===== src/rtl/pipe_hazard_ctrl.sv =====
// Pipeline sequencer: per-cycle stall/flush controls, EX branch redirect and MEM-wait hold with timeout.
// Optional performance counters are compiled in when HAZARD_PERF_CNT_EN is defined.
module pipe_hazard_ctrl #(
  parameter int MEM_TIMEOUT = 15,
  parameter int CNT_W       = 8
) (
  input  logic        clk,
  input  logic        rst,
  input  logic [4:0]  id_rs1_raddr,
  input  logic [4:0]  id_rs2_raddr,
  input  logic        id_rs1_used,
  input  logic        id_rs2_used,
  input  logic [4:0]  ex_rd_waddr,
  input  logic [1:0]  ex_mem_rw,
  input  logic        ex_br_taken,
  input  logic [31:0] ex_br_target,
  input  logic        mem_req,
  input  logic        mem_ready,
  output logic        jump_flag_o,
  output logic [31:0] jump_addr_o,
  output logic        stall_pc_o,
  output logic        stall_if_id_o,
  output logic        stall_id_ex_o,
  output logic        stall_ex_mem_o,
  output logic        flush_if_id_o,
  output logic        flush_id_ex_o,
  output logic        timeout_err_o,
  output logic [31:0] perf_stall_cnt_o,
  output logic [31:0] perf_flush_cnt_o
);

  typedef enum logic [1:0] {ST_RUN, ST_FLUSH, ST_MEM_WAIT} state_t;

  localparam logic [CNT_W-1:0] CNT_LAST = CNT_W'(MEM_TIMEOUT - 1);

  state_t           state_q, state_d;
  logic [CNT_W-1:0] cnt_q, cnt_d;
  logic             terr_q, terr_d;
  logic             mem_wait, load_use, timeout_hit;

  assign mem_wait    = mem_req & ~mem_ready;
  assign load_use    = (ex_mem_rw == 2'b01) && (ex_rd_waddr != 5'd0) &&
                       ((id_rs1_used && (id_rs1_raddr == ex_rd_waddr)) ||
                        (id_rs2_used && (id_rs2_raddr == ex_rd_waddr)));
  // The cycle entering MEM_WAIT already counts as wait cycle 1.
  assign timeout_hit = (state_q == ST_MEM_WAIT) && (cnt_q >= CNT_LAST);

  always_comb begin
    state_d        = state_q;
    cnt_d          = cnt_q;
    terr_d         = terr_q;
    jump_flag_o    = 1'b0;
    jump_addr_o    = 32'b0;
    stall_pc_o     = 1'b0;
    stall_if_id_o  = 1'b0;
    stall_id_ex_o  = 1'b0;
    stall_ex_mem_o = 1'b0;
    flush_if_id_o  = 1'b0;
    flush_id_ex_o  = 1'b0;
    if (!rst) begin
      state_d = ST_RUN;
      cnt_d   = '0;
      terr_d  = 1'b0;
    end else if (mem_wait && !timeout_hit) begin
      stall_pc_o     = 1'b1;
      stall_if_id_o  = 1'b1;
      stall_id_ex_o  = 1'b1;
      stall_ex_mem_o = 1'b1;
      state_d        = ST_MEM_WAIT;
      cnt_d          = (state_q == ST_MEM_WAIT) ? cnt_q + CNT_W'(1) : CNT_W'(1);
    end else if (mem_wait) begin
      flush_id_ex_o = 1'b1;
      terr_d        = 1'b1;
      state_d       = ST_RUN;
      cnt_d         = '0;
    end else if (state_q == ST_FLUSH) begin
      // EX holds a bubble and IF output is stale: ignore branch and load-use.
      flush_if_id_o = 1'b1;
      state_d       = ST_RUN;
    end else begin
      // RUN, or the release cycle of MEM_WAIT, where a held branch now fires.
      state_d = ST_RUN;
      cnt_d   = '0;
      if (ex_br_taken) begin
        jump_flag_o   = 1'b1;
        jump_addr_o   = ex_br_target;
        flush_if_id_o = 1'b1;
        flush_id_ex_o = 1'b1;
        state_d       = ST_FLUSH;
      end else if (load_use) begin
        stall_pc_o    = 1'b1;
        stall_if_id_o = 1'b1;
        flush_id_ex_o = 1'b1;
      end
    end
  end

  assign timeout_err_o = rst & terr_q;

  always_ff @(posedge clk) begin
    if (!rst) begin
      state_q <= ST_RUN;
      cnt_q   <= '0;
      terr_q  <= 1'b0;
    end else begin
      state_q <= state_d;
      cnt_q   <= cnt_d;
      terr_q  <= terr_d;
    end
  end

`ifdef HAZARD_PERF_CNT_EN
  logic [31:0] perf_stall_q, perf_stall_d;
  logic [31:0] perf_flush_q, perf_flush_d;

  always_comb begin
    perf_stall_d = perf_stall_q;
    perf_flush_d = perf_flush_q;
    if (stall_pc_o && (perf_stall_q != 32'hFFFF_FFFF))
      perf_stall_d = perf_stall_q + 32'd1;
    if (jump_flag_o && (perf_flush_q != 32'hFFFF_FFFF))
      perf_flush_d = perf_flush_q + 32'd1;
  end

  always_ff @(posedge clk) begin
    if (!rst) begin
      perf_stall_q <= 32'b0;
      perf_flush_q <= 32'b0;
    end else begin
      perf_stall_q <= perf_stall_d;
      perf_flush_q <= perf_flush_d;
    end
  end

  assign perf_stall_cnt_o = rst ? perf_stall_q : 32'b0;
  assign perf_flush_cnt_o = rst ? perf_flush_q : 32'b0;
`else
  assign perf_stall_cnt_o = 32'b0;
  assign perf_flush_cnt_o = 32'b0;
`endif

endmodule


===== config.mk =====
export PLATFORM = sky130hd
export DESIGN_NAME = pipe_hazard_ctrl
export DESIGN_NICKNAME = d
export VERILOG_FILES = /design/src/rtl/pipe_hazard_ctrl.sv
export SDC_FILE = /design/constraint.sdc
export NUM_CORES = 1
export LEC_CHECK = 0
export CAP_MARGIN = 20
export CORE_UTILIZATION = 29
export CTS_BUF_LIST = sky130_fd_sc_hd__clkbuf_8
export DETAILED_ROUTE_END_ITERATION = 10
export PLACE_DENSITY_LB_ADDON = 0.12
export SLEW_MARGIN = 10
export SYNTH_ARGS = -nofsm -noshare
export SYNTH_HDL_FRONTEND = slang
export SYNTH_SLANG_ARGS = --single-unit

===== constraint.sdc =====
create_clock -name clk -period 1.95 [get_ports clk]
set_clock_uncertainty 0.05 [all_clocks]
set_input_delay 0.195 -clock clk [delete_from_list [all_inputs] [get_ports clk]]
set_output_delay 0.195 -clock clk [all_outputs]
set_load 0.01 [all_outputs]

# After elaboration in Yosys (flattened, before gate mapping)
# Index checks and enable logic that the tools add are counted.
totals:
  input_bits: 56
  reg_bits: 11
  mem_bits_ro: 0
  output_inout_bits: 104
  elab_cells: 63
  ramBits: 0
  n_memories: 0
  latch_bits: 0
op_classes:
  n_lt_le_gt_ge: 1
  n_eq_ne: 6
  shifts: 0
  bitwise: 5
  n_mux: 35
  multipliers: 0
  n_reduce_logical: 11
  add_sub_neg: 1
  div_mod_pow: 0
op_table:
  columns: ["op", "n"]
  rows:
  - ["$mux W32", 5]
  - ["$mux W8", 4]
  - ["$mux W1", 25]
  - ["$eq A5 B5 Y1", 2]
  - ["$add A8 B1 Y8 const B", 1]
  - ["$ge A8 B4 Y1 const B", 1]
  - ["$logic_and A1 B1 Y1", 6]
  - ["$reduce_bool A5 Y1", 1]
  - ["$eq A2 B1 Y1 const B", 2]
  - ["$reduce_or A4 Y1", 1]
  - ["$ne A3 B3 Y1 const B", 1]
  - ["$not A1 Y1", 3]
  - ["$and A1 B1 Y1", 2]
  - ["$eq A2 B2 Y1 const B", 1]
  - ["$mux W2", 1]
  - ["$reduce_and A2 Y1", 1]
  - ["$logic_not A1 Y1", 1]
  - ["$logic_or A1 B1 Y1", 1]

# Longest topological paths before layout
# Gate-level depths: netlist (run 1).
depth:
  word_depth: 10
  depth_mapped: 7
  ltp_nobuf: 6

# Worst setup path before layout (run 1)
# Ideal clock, no wire load.
synth_timing:
  kind: "register -> output"
  start: "register cnt_q[4]"
  end: "output stall_pc_o"
  path_buffers: 1
  slack_ns: 0.145
  t_arrival_ns: 1.560
  t_required_ns: 1.705
  path_stages_with_launch: 6
  cell_sequence: "dfxtp_1 or4_4 o21bai_4 and3_4 o21bai_2 buf_4"
synth_between:
  elab_chain_len: 6
synth_rtl:
  columns: ["element", "line", "source"]
  rows:
  - ["start, declared", "37", "logic [CNT_W-1:0] cnt_q, cnt_d;"]
  - ["start signal, assigned", "107", "cnt_q <= cnt_d;"]
  - ["$ge A8 B4 Y1", "46", "assign timeout_hit = (state_q == ST_MEM_WAIT) && (cnt_q >= CNT_LAST);"]
  - ["$logic_and A1 B1 Y1", "46", null]
  - ["$logic_not A1 Y1", "64", "end else if (mem_wait && !timeout_hit) begin"]
  - ["$logic_and A1 B1 Y1", "64", null]
  - ["$mux W1 (2 in a row)", null, null]
  - ["end, declared", "21", "output logic stall_pc_o,"]
# Every way passes these cells.

# Worst setup path in the final report (run 1)
layout_timing:
  start: "register cnt_q[6]"
  end: "output stall_if_id_o"
layout_between:
  elab_chain_len: 6
layout_rtl:
  columns: ["element", "line", "source"]
  rows:
  - ["$ge A8 B4 Y1", "46", null]
  - ["$logic_and A1 B1 Y1", "46", null]
  - ["$logic_not A1 Y1", "64", null]
  - ["$logic_and A1 B1 Y1", "64", null]
  - ["$mux W1", "64", null]
  - ["$mux W1", "60", "if (!rst) begin"]
  - ["end, declared", "22", "output logic stall_if_id_o,"]
# Every way passes these cells.

==> metrics.txt, run 1 <==
final core utilization=0.518; Yosys reg bits=11; final hold slack=0.415 ns; CP Data Required Time=1.70 ns; H-tree lvl count=1; most frequent cells in the layout=64 x conb_1, 56 x clkdlybuf4s50_1, 34 x and2_1; total of max-cap violations=0; Synth Warn #=0; critical path endpoint category=primary output; Max FO, Critical Path=3; worst min-delay path category=register to register; Core Area=4850 um2; crit path from=cnt_q[6]$_SDFFE_PN0P_; routed via count=1,452; Yosys top cell by area=buf_4; global-route wire length before repair=5.91 mm; clock sink count=11; CTS root buf=clkbuf_8; cts bufs inserted=3; setup TNS=-0.115 ns; endpoints failing setup=3; setup repair after global routing missed its margin=yes; Initial Util=0.309; CTS Hold Bufs=0; Compound-Gate Fraction of Synth Area=0.111; DRT Wirelength=4.27 mm; final worst-path cycle share=1.02; P_leak=1.22 nW; Overflow after GRT=0; unique cell type count in the Yosys netlist=41; largest net degree at the start of global routing=35; Placed Cells=366; DR vias/cell=3.91; WP data arrival=1.75 ns; total power draw=0.811 mW; clock latency at the later pin of the worst-skew pair=0.24 ns; antenna viol nets, final=0; Synth top area share=0.330; row cnt=25; largest cells by area after synthesis=buf_4 33%, dfxtp_1 15%, and2_1 14%, xor2_1 7.6%, nor2_1 2.0%; Final nets=363; Final Critical Period=2.00 ns; largest family of logic cells by synthesized area=buffers and inverters; CTS tree=done; PD cells=323 nW/um2; Tot GR Track Use=0.142; Post-Syn Area=1500 um2; simple-gate share of the synthesized area=0.283; maximum root-to-sink buffer count=2; I/O Pins=160; failing checks=setup timing; Placer Congestion=0.783; Remaining DRCs=0; DIE WIDTH=73.9 um; Slew Viols, Final=0; Worst Slack Setup Final=-0.0465 ns; syn avg cell area=7.90 um2; min-delay src=terr_q$_SDFFE_PN0P_; Synth Instances=190; vias in the first global route=1,212; mux cell area share after synthesis=0; RR Startpoint=cnt_q[6]$_SDFFE_PN0P_; Post-CTS Setup Inserts=0; fin cells=371; area growth from synthesis to final layout=67.6%; IO Port Bufs=95; critical path class=register to primary output; clock-pin slew on the worst setup and hold paths=0.05 ns; sequential share of the synthesized area=0.147; layout cell share with drive strength beyond 1=0.174; DPL Wire Length=3.51 mm; adder-cell share of the synthesized area=0.0167; Post-Synth XOR/XNOR Area=0.0876; initial antenna violation count=0; crit start category=register; register-to-register setup slack=0.34 ns; Final Hold Violating Endpoints=0; initial DRC count=17; DR pass1 iterations=4; outcome=finished with violations; WL/cell=11.5 um; Die Span Y=73.9 um; Worst VDD drop=210 uV; ant diodes=0; die area=5460 um2; FMAX=501 MHz; commonest non-fill, non-tap cell in the layout=conb_1
[routing by layer]
metal  GRT usage  part of all wire
met2       0.245              0.53
met4      0.0449            0.0080
met5           0                 0
met1       0.175              0.39
met3      0.0274             0.069
[per-stage QoR]
step           instance area (um2)  worst slack (ns)
4_1_cts                       2430            -0.223
3_3_place_gp                  2430            -0.353
5_1_grt                       2510            -0.134
3_5_place_dp                  2430            -0.420
2_1_floorplan                 1740             0.145
6_report                      2510           -0.0465
[repair_timing]
action | 4_1_cts | 5_1_grt
endpoints found under the setup margin | 38 | 35
pin swaps | 2 | 3
gates resized for setup | 54 | 40
cloned | 0 | 1
[Yosys cell counts (all sizes together)]
cell type	n
buf	69
and2	35
xor2	13
dfxtp	11
nor2	8
a21oi	4
nand2b	4
nor2b	4
o21ai	4
and3	3
and4	3
clkbuf	3
nor4	3
ha	2
inv	2
nand4	2
nor3	2
o2111ai	2
o211ai	2
o21bai	2
xnor2	2
a22oi	1
a32oi	1
conb	1
nand2	1
nand4bb	1
o211a	1
o21a	1
o21ba	1
o31ai	1
or4	1
[flip-flops by register name, indices dropped and copies added, names as in the netlist]
name     count
terr_q       1
state_q      2
cnt_q        8
[critical path, cell delays in order (launching register included)]
cell,delay [ns]
dfxtp_2,0.32
or4_4,0.56
o21bai_4,0.15
and3_4,0.20
o21bai_4,0.12
buf_2,0.15
[worst paths after layout]
check | endpoint | cells after the start
worst max register to register | cnt_q[6]$_SDFFE_PN0P_ | 5
worst max-delay path | stall_if_id_o | 5
worst min register to register | terr_q$_SDFFE_PN0P_ | 1
worst min-delay path | terr_q$_SDFFE_PN0P_ | 1
[where the power goes]
group | total, mW | leakage [nW] | internal (mW) | switching (mW)
logic | 0.352 | 1.10 | 0.192 | 0.160
registers | 0.230 | 0.0896 | 0.228 | 0.00188
clock network | 0.229 | 0.0269 | 0.139 | 0.0902
[area by class of cell]
cell class,count,area [um2]
clock buffer,3,41.3
inverter,2,7.51
fill,480,2330
sequential,11,221
tap,67,83.8
multi-input combinational,168,1030
timing repair buffer,119,1130
clock inverter,1,3.75
[logic make-up after synthesis]
family                   count (synthesis)
AO/OA/AOI/OAI                           20
XOR/XNOR                                15
adder cells (fa/ha/maj)                  2
buffers and inverters                   74
flip-flops                              11
other                                    1
AND/OR/NAND/NOR                         67
No activity file was read; power rests on OpenSTA's default activity.
==> inputs of run 2 (changes only) <==
HOLD_SLACK_MARGIN = 0.02   (was not set)
==> results of run 2 <==
No change in the layout: final DEF, timing and power equal those of run 1.
